## config.mk

```make
export PLATFORM = sky130hd
export DESIGN_NAME = split_head_sched
export DESIGN_NICKNAME = d
export VERILOG_FILES = /design/src/rtl/split_head_sched.sv
export SDC_FILE = /design/constraint.sdc
export NUM_CORES = 1
export LEC_CHECK = 0
export CORE_UTILIZATION = 47
export CTS_CLUSTER_DIAMETER = 80
export DETAILED_ROUTE_END_ITERATION = 16
export PLACE_DENSITY = 0.77
export SLEW_MARGIN = 15
export SYNTH_ARGS = -nofsm -noshare
export SYNTH_HDL_FRONTEND = slang
export SYNTH_SLANG_ARGS = --single-unit
```

## constraint.sdc

```tcl
create_clock -name clk_p -period 2.8 [get_ports clk_p]
set_input_delay 0.56 -clock clk_p [delete_from_list [all_inputs] [get_ports clk_p]]
set_output_delay 0.56 -clock clk_p [all_outputs]
set_load 0.1 [all_outputs]
```

## src/rtl/split_head_sched.sv

```systemverilog
// rtl/split_head_sched.sv - head-major word scheduler feeding the multi-head split stage
module split_head_sched #(
    parameter int DATA_WIDTH = 8,
    parameter int SEQ_LEN    = 128,
    parameter int HEAD_NUM   = 12,
    parameter int HEAD_DIM   = 64,
    parameter int LANES      = 16,
    parameter int NUM_WIDTH  = 4,
    parameter int ADDR_WIDTH = 13
) (
    input  logic                          clk_p,
    input  logic                          rst_n,
    input  logic                          start,
    input  logic [NUM_WIDTH:0]            cfg_head_num,
    output logic                          busy,
    output logic                          done,
    output logic                          err,
    output logic                          mem_rd_en,
    output logic [ADDR_WIDTH-1:0]         mem_rd_addr,
    input  logic [LANES*DATA_WIDTH-1:0]   mem_rd_data,
    output logic                          out_valid,
    input  logic                          out_ready,
    output logic [LANES*DATA_WIDTH-1:0]   out_data,
    output logic [NUM_WIDTH:0]            out_head,
    output logic [$clog2(SEQ_LEN)-1:0]    out_row,
    output logic                          out_last_head,
    output logic                          out_last
);
    localparam int WPH = HEAD_DIM / LANES;
    localparam int WPR = HEAD_NUM * WPH;
    localparam int HW  = NUM_WIDTH + 1;
    localparam int RW  = $clog2(SEQ_LEN);
    localparam int CW  = (WPH > 1) ? $clog2(WPH) : 1;
    localparam int DW  = LANES * DATA_WIDTH;

    typedef enum logic [2:0] {IDLE, CHECK, RUN, DRAIN, DONE} state_t;

    state_t          state;
    logic [HW-1:0]   cfg;
    logic [CW-1:0]   chunk;
    logic [RW-1:0]   row;
    logic [HW-1:0]   head;

    logic            inflight;
    logic [HW-1:0]   fl_head;
    logic [RW-1:0]   fl_row;
    logic            fl_last_head;
    logic            fl_last;

    logic [DW-1:0]   f_data      [2];
    logic [HW-1:0]   f_head      [2];
    logic [RW-1:0]   f_row       [2];
    logic            f_last_head [2];
    logic            f_last      [2];
    logic            wr_ptr;
    logic            rd_ptr;
    logic [1:0]      count;

    logic            pop;
    logic            issue_last_head;
    logic            issue_last;

    assign out_valid       = (count != 2'd0);
    assign pop             = out_valid && out_ready;
    assign issue_last_head = (row == RW'(SEQ_LEN - 1)) && (chunk == CW'(WPH - 1));
    assign issue_last      = issue_last_head && (head == cfg - HW'(1));

    // Slots already claimed (buffered + in flight) must stay within the 2-entry FIFO.
    assign mem_rd_en   = (state == RUN) &&
                         ((({1'b0, count} + {2'b00, inflight}) < 3'd2) || pop);
    assign mem_rd_addr = ADDR_WIDTH'(row) * ADDR_WIDTH'(WPR)
                       + ADDR_WIDTH'(head) * ADDR_WIDTH'(WPH)
                       + ADDR_WIDTH'(chunk);

    assign out_data      = out_valid ? f_data[rd_ptr]      : '0;
    assign out_head      = out_valid ? f_head[rd_ptr]      : '0;
    assign out_row       = out_valid ? f_row[rd_ptr]       : '0;
    assign out_last_head = out_valid && f_last_head[rd_ptr];
    assign out_last      = out_valid && f_last[rd_ptr];

    always_ff @(posedge clk_p or negedge rst_n) begin
        if (!rst_n) begin
            state <= IDLE;
            busy  <= 1'b0;
            done  <= 1'b0;
            err   <= 1'b0;
            cfg   <= '0;
            chunk <= '0;
            row   <= '0;
            head  <= '0;
        end else begin
            done <= 1'b0;
            case (state)
                IDLE: if (start) begin
                    cfg   <= cfg_head_num;
                    err   <= 1'b0;
                    chunk <= '0;
                    row   <= '0;
                    head  <= '0;
                    busy  <= 1'b1;
                    state <= CHECK;
                end
                CHECK: if (cfg == '0 || cfg > HW'(HEAD_NUM)) begin
                    err   <= 1'b1;
                    busy  <= 1'b0;
                    done  <= 1'b1;
                    state <= DONE;
                end else begin
                    state <= RUN;
                end
                RUN: if (mem_rd_en) begin
                    if (chunk == CW'(WPH - 1)) begin
                        chunk <= '0;
                        if (row == RW'(SEQ_LEN - 1)) begin
                            row  <= '0;
                            head <= head + HW'(1);
                        end else begin
                            row <= row + RW'(1);
                        end
                    end else begin
                        chunk <= chunk + CW'(1);
                    end
                    if (issue_last) state <= DRAIN;
                end
                // Finish in the same cycle the final word leaves so done follows its handshake.
                DRAIN: if (!inflight && (count == 2'd0 || (count == 2'd1 && pop))) begin
                    busy  <= 1'b0;
                    done  <= 1'b1;
                    state <= DONE;
                end
                DONE:    state <= IDLE;
                default: state <= IDLE;
            endcase
        end
    end

    always_ff @(posedge clk_p or negedge rst_n) begin
        if (!rst_n) begin
            inflight     <= 1'b0;
            fl_head      <= '0;
            fl_row       <= '0;
            fl_last_head <= 1'b0;
            fl_last      <= 1'b0;
            wr_ptr       <= 1'b0;
            rd_ptr       <= 1'b0;
            count        <= 2'd0;
            for (int i = 0; i < 2; i++) begin
                f_data[i]      <= '0;
                f_head[i]      <= '0;
                f_row[i]       <= '0;
                f_last_head[i] <= 1'b0;
                f_last[i]      <= 1'b0;
            end
        end else begin
            inflight <= mem_rd_en;
            if (mem_rd_en) begin
                fl_head      <= head;
                fl_row       <= row;
                fl_last_head <= issue_last_head;
                fl_last      <= issue_last;
            end
            if (inflight) begin
                f_data[wr_ptr]      <= mem_rd_data;
                f_head[wr_ptr]      <= fl_head;
                f_row[wr_ptr]       <= fl_row;
                f_last_head[wr_ptr] <= fl_last_head;
                f_last[wr_ptr]      <= fl_last;
                wr_ptr              <= ~wr_ptr;
            end
            if (pop) rd_ptr <= ~rd_ptr;
            count <= count + {1'b0, inflight} - {1'b0, pop};
        end
    end
endmodule

```

==> results of run 1 <==
==> repair_timing <==
action	in CTS	in global routing
endpoints found under the setup margin	7	8
buffers inserted	2	1
gates resized for setup	19	4
pin swaps	11	2
hold buffers	0	0
hold endpoints to repair	0	0
==> synth_stat cells, types with 4 or more instances <==
library cell | count | area [um^2]
nor3b_1 | 4 | 30.0
buf_1 | 13 | 48.8
inv_1 | 10 | 37.5
o31ai_1 | 5 | 37.5
xnor2_1 | 9 | 78.8
nor3_1 | 6 | 30.0
ha_1 | 17 | 213
nor2_1 | 167 | 627
xor2_1 | 15 | 131
buf_2 | 18 | 90.1
o21ai_0 | 12 | 60.1
mux2_2 | 291 | 3280
clkbuf_1 | 36 | 135
nand3_1 | 9 | 45.0
dfrtp_1 | 328 | 8210
mux2i_1 | 144 | 1440
a21oi_1 | 10 | 50.1
nand2_1 | 44 | 165
==> logic make-up after synthesis <==
| family | count (synthesis) |
|---|---|
| muxes | 436 |
| adders and majority gates | 19 |
| DFF | 328 |
| and+or+nand+nor | 245 |
| AOI/OAI and AO/OA | 44 |
| xor gates and xnor gates | 24 |
| buffers and inverters | 79 |
==> worst paths after layout <==
kind                             from         endpoint  cells after the start
setup / recovery               row[1]  mem_rd_addr[12]                      9
hold / removal                  rst_n        f_data[8]                      1
setup reg to reg               row[2]          head[4]                      8
hold reg to reg            f_data[16]       f_data[16]                      1
max in group asynchronous       rst_n      f_data[108]                      2
min in group clk_p         f_data[16]       f_data[16]                      1
==> metrics by stage <==
| step | util, % | area, um^2 |
|---|---|---|
| after floorplan | - | 15500 |
| after global placement | 65.8 | 20700 |
| after detailed placement | 65.8 | 20700 |
| after CTS | 70.2 | 22100 |
| after global routing | 70.2 | 22100 |
| final | 70.2 | 22100 |
==> layout make-up <==
cell class,instances,area (um^2),share of cell area (%)
clock buffer,49,1020,4.62
timing repair buffer,355,4960,22.4
tap,402,503,2.28
multi-input combinational,768,7130,32.2
inverter,10,37.5,0.170
clock inverter,15,238,1.08
antenna,2,5.00,0.0226
sequential,328,8210,37.2
==> flip-flops by register name (all words and copies together), names as in the netlist <==
| signal | cells |
|---|---|
| busy | 1 |
| fl_last_head | 1 |
| f_head | 10 |
| cfg | 5 |
| inflight | 1 |
| f_last_head | 2 |
| state | 3 |
| fl_head | 5 |
| f_row | 14 |
| fl_last | 1 |
| f_last | 2 |
| row | 7 |
| count | 2 |
| f_data | 256 |
| wr_ptr | 1 |
| fl_row | 7 |
| done | 1 |
| err | 1 |
| head | 5 |
| chunk | 2 |
| rd_ptr | 1 |
==> layer usage <==
layer | vias up | global-route usage (%) | wire (um)
li1 | 4731 | - | -
met1 | 5251 | 28.4 | 15100
met2 | 223 | 39.8 | 18800
met3 | 65 | 3.37 | 1260
met4 | 0 | 7.25 | 1010
met5 | - | 0 | 0
==> impl_metrics.toml, run 1 <==
[status]
status = "finished, violations left"
violations = "negative setup slack"

[layout]
fill_cells = 2149
mostFrequentLayoutCells = "325 x dfrtp_1, 291 x mux2_2, 154 x buf_12"
nNetsFinal = 1655
final_common_cell = "dfrtp_1"
drive_above_1_share_pct = 48.8
syn2layout_area_growth_pct = 47.2
final_cells = 1929

[synth]
async_flop_share_pct = 100
yosysSeqAreaShare_pct = 54.7
synth_nets = 1331
netlist_instances = 1175
synth-simple-area-share_pct = 6.67
avgSynthCellArea_um2 = 12.8
synth_ff_type = "dfrtp_1"
syn_area_mm2 = 0.0150
synth_mux_area_share_pct = 31.5
ys_ff_latch = 328
ys_warn_count = 0
synth_top_family_by_area = "multiplexers"
synth_fa_ha_area_share_pct = 1.68
synth_xor_area_share_pct = 1.40
synth_compound_area_share_pct = 1.92
synth_cell_types = 44
synth-edff-count = 0

[global_routing]
gr-total-overflow = 0
grt_max_degree = 93
grtUsageTotal_pct = 22.5
grt_pass1_wl_mm = 58.8
antenna_found_initial = 2
grt_pass1_vias = 11000

[clocking]
max-clock-path-buffers = 3
cts.clk_slew.worst_paths_ns = 0.06
ctsRootBufferMaster = "clkbuf_16"
clkSinkCount = 328
clock_latency_ns = 0.51
cts_tree = "yes"
cts-buffers-inserted = 36
htreeDepth = 2

[sta]
max_freq_ghz = 0.288
tns_ns = -3.46
holdWs_ns = 0.0156
worst_pin_slew_ns = 0.683
finalCritPeriodShare_pct = 124
finClkSkew_ns = 0.0132
fin_ws_ns = -0.677
fin_crit_ns = 3.48
rsz0062_at_grt = "true"
setup_viol = 7
finalHoldViolations = 0
timing.slew.headroom_pct = 54.5
drv_slew = 0

[drt]
drtPass1Iterations = 4
drcViolationCount = 0
wl_per_cell_um = 18.8
drt_iter0_markers = 419
vias = 10300
totalWireLength_mm = 36.2
ant_nets = 0
vias_per_cell = 5.32

[critical_path]
path_cells = "ha_4 > fa_2 > a211oi_4 > nor2_1 > xor2_2 > nand4_2 > mux2_4 > o2bb2ai_4 > buf_12"
critical_path_class = "reg2out"
cp-start-kind = "flop"
regToRegSetupSlack_ns = 0.46
cp-end-kind = "output port"
cpLargestDelayFamily = "adder cells"
path_buf_inv = 1
critPathSlowestCell = "dfrtp_2"
cpPeakStageDelay_ns = 0.45
crit_arrival_ns = 2.92
required_ns = 2.24
cp_max_fo = 4

[placement]
port_buffers = 296
post-place-ws_ns = -0.217
place.gp.congestion = 0.810
dp_hpwl_mm = 24.3
placedCellCount = 1861

[floorplan]
die-area_mm2 = 0.0327
rows = 65
core_mm2 = 0.0315
die_w_um = 181
initial_utilization_pct = 47.7
die_h_um = 181
io-pin-count = 297

[job]
maxCapViolCount = 0

[hold_path]
hp-class = "in2async"
Power of run 1 is not shown: default switching activity piles up to over one toggle a cycle in this logic, so the estimate is an artifact.
==> run 2: changes to the inputs <==
- GPL_TIMING_DRIVEN: unset -> 0
==> run 2 against run 1 <==
Non-clock buffer count grew 25; the flow still finishes with violations (negative setup slack); via count rose by 0.56%; global-route usage barely moved; maximum frequency shrank 2.0%; flip-flop and latch count is the same; critical path depth unchanged; count of clock-buffer cells in the layout grew 8; hold slack improved by 0.48 ns; cell count increased by 1.3%; utilization fell by 5.8 points; highest routed layer unchanged; critical endpoint unchanged; register-to-register slack lost 0.14 ns; first-iteration DRC count down 6.2%.
==> impl_metrics.toml, run 2 (synthesis results as in run 1) <==
[critical_path]
cp-start-kind = "flop"
cp_max_fo = 4
cp-end-kind = "output port"
critical_path_class = "reg2out"
r2r.worst_path.cells = 4
crit_arrival_ns = 2.99
regToRegSetupSlack_ns = 0.32
required_ns = 2.24

[placement]
place.gp.congestion = 0.812
placedCellCount = 1876
port_buffers = 296
dp_hpwl_mm = 25.5

[layout]
syn2layout_area_growth_pct = 34.9
drive_above_1_share_pct = 47.6
fill_cells = 2448
reg_top3 = "f_data (256), f_row (14), f_head (10)"
regMostFlops = "f_data"
mostFrequentLayoutCells = "323 x dfrtp_1, 291 x mux2_2, 144 x mux2i_1"
final_common_cell = "dfrtp_1"
largest_register_ffs = 256
utilization_pct = 64.4
nNetsFinal = 1680
final_cells = 1955

[job]
maxCapViolCount = 0

[sta]
setup_viol = 7
holdWs_ns = 0.498
finalHoldViolations = 0
fin_ws_ns = -0.748
worst_pin_slew_ns = 0.980
timing.slew.headroom_pct = 34.5
rsz0062_at_grt = "true"
max_freq_ghz = 0.282
finalCritPeriodShare_pct = 127
finClkSkew_ns = 0.0135
drv_slew = 0
fin_crit_ns = 3.55
tns_ns = -3.29

[drt]
drtPass1Iterations = 4
vias_per_cell = 5.28
drt_iter0_markers = 393
vias = 10300
drcViolationCount = 0
totalWireLength_mm = 36.5
ant_nets = 0
wl_per_cell_um = 18.7

[clocking]
clkSinkCount = 328
htreeDepth = 2
max-clock-path-buffers = 3
cts.clk_slew.worst_paths_ns = 0.06
cts_tree = "yes"
clock_latency_ns = 0.51
cts-buffers-inserted = 36
ctsRootBufferMaster = "clkbuf_16"

[floorplan]
initial_utilization_pct = 47.7
die_h_um = 181
die_w_um = 181
core_mm2 = 0.0315
io-pin-count = 297
rows = 65
die-area_mm2 = 0.0327

[hold_path]
whs_path_depth = 1
hp-class = "reg2reg"

[global_routing]
grt_pass1_wl_mm = 58.5
antenna_found_initial = 3
grt_pass1_vias = 10800
grtUsageTotal_pct = 22.5
grt_max_degree = 108
gr-total-overflow = 0

[status]
status = "finished, violations left"
violations = "negative setup slack"
[run 2: changes by cell type in the layout (fill, tap and decap cells not counted), moves of 4 or more]
| cell | change |
|---|---|
| buf_12 | -147 |
| buf_2 | +95 |
| clkbuf_4 | +24 |
| clkdlybuf4s15_2 | +24 |
| clkbuf_1 | +20 |
| buf_4 | -10 |
| buf_1 | +6 |
| clkbuf_8 | +6 |
| clkdlybuf4s50_1 | +5 |
| bufinv_16 | -4 |
[run 2: final timing paths]
path,startpoint,end
worst max-delay path,row[1],mem_rd_addr[12]
worst min register to register,wr_ptr,wr_ptr
max in group asynchronous,rst_n,f_data[217]
worst min-delay path,wr_ptr,wr_ptr
min in group asynchronous,rst_n,f_data[138]
worst max register to register,inflight,f_data[125]
[run 2: critical path, stage by stage, from the launching register on]
cell and delay, ns:
dfrtp_2 0.45, ha_4 0.18, fa_2 0.49, ha_4 0.33, a21oi_4 0.07, nor2_4 0.17
nand4_2 0.13, mux2_4 0.34, o2bb2ai_4 0.13, buf_12 0.19
[run 2: stage by stage]
step | instance area [um^2] | setup slack [ns]
3_5_place_dp | 19100 | -1.43
6_report | 20300 | -0.748
5_1_grt | 20300 | -0.831
2_1_floorplan | 15500 | -0.430
3_3_place_gp | 19000 | -13.94
4_1_cts | 20300 | -0.731
[run 2: area by class of cell]
type	count	area [um^2]	share of cell area (%)
clock inverters	7	95.1	0.469
diodes	3	7.51	0.0371
well taps	402	503	2.48
repair buffers	313	2750	13.6
multi-input cells	768	7150	35.3
inverters	10	37.5	0.185
clock buffers	57	1110	5.48
plain buffers	67	394	1.95
flip-flops and latches	328	8210	40.5
[run 2: timing repair]
item / 4_1_cts / 5_1_grt
endpoints found under the setup margin: 155 / 114
hold buffers: 1 / 0
pin swaps: 11 / 4
cloned: 0 / 0
setup buffers: 8 / 5
resized for setup: 767 / 102
hold endpoints to repair: 1 / 0
[run 2: per-layer routing]
layer  share of wire (%)  track usage (%)  vias to the layer above  routed length, um
met2                  50             38.2                      241              18300
met3                 4.0             3.53                       59               1450
li1                    -                -                     4787                  -
met4                 2.7             7.08                        0                987
met1                  43             29.5                     5240              15700
met5                   0                0                        -                  0
Power of run 2 is left out for the same reason.
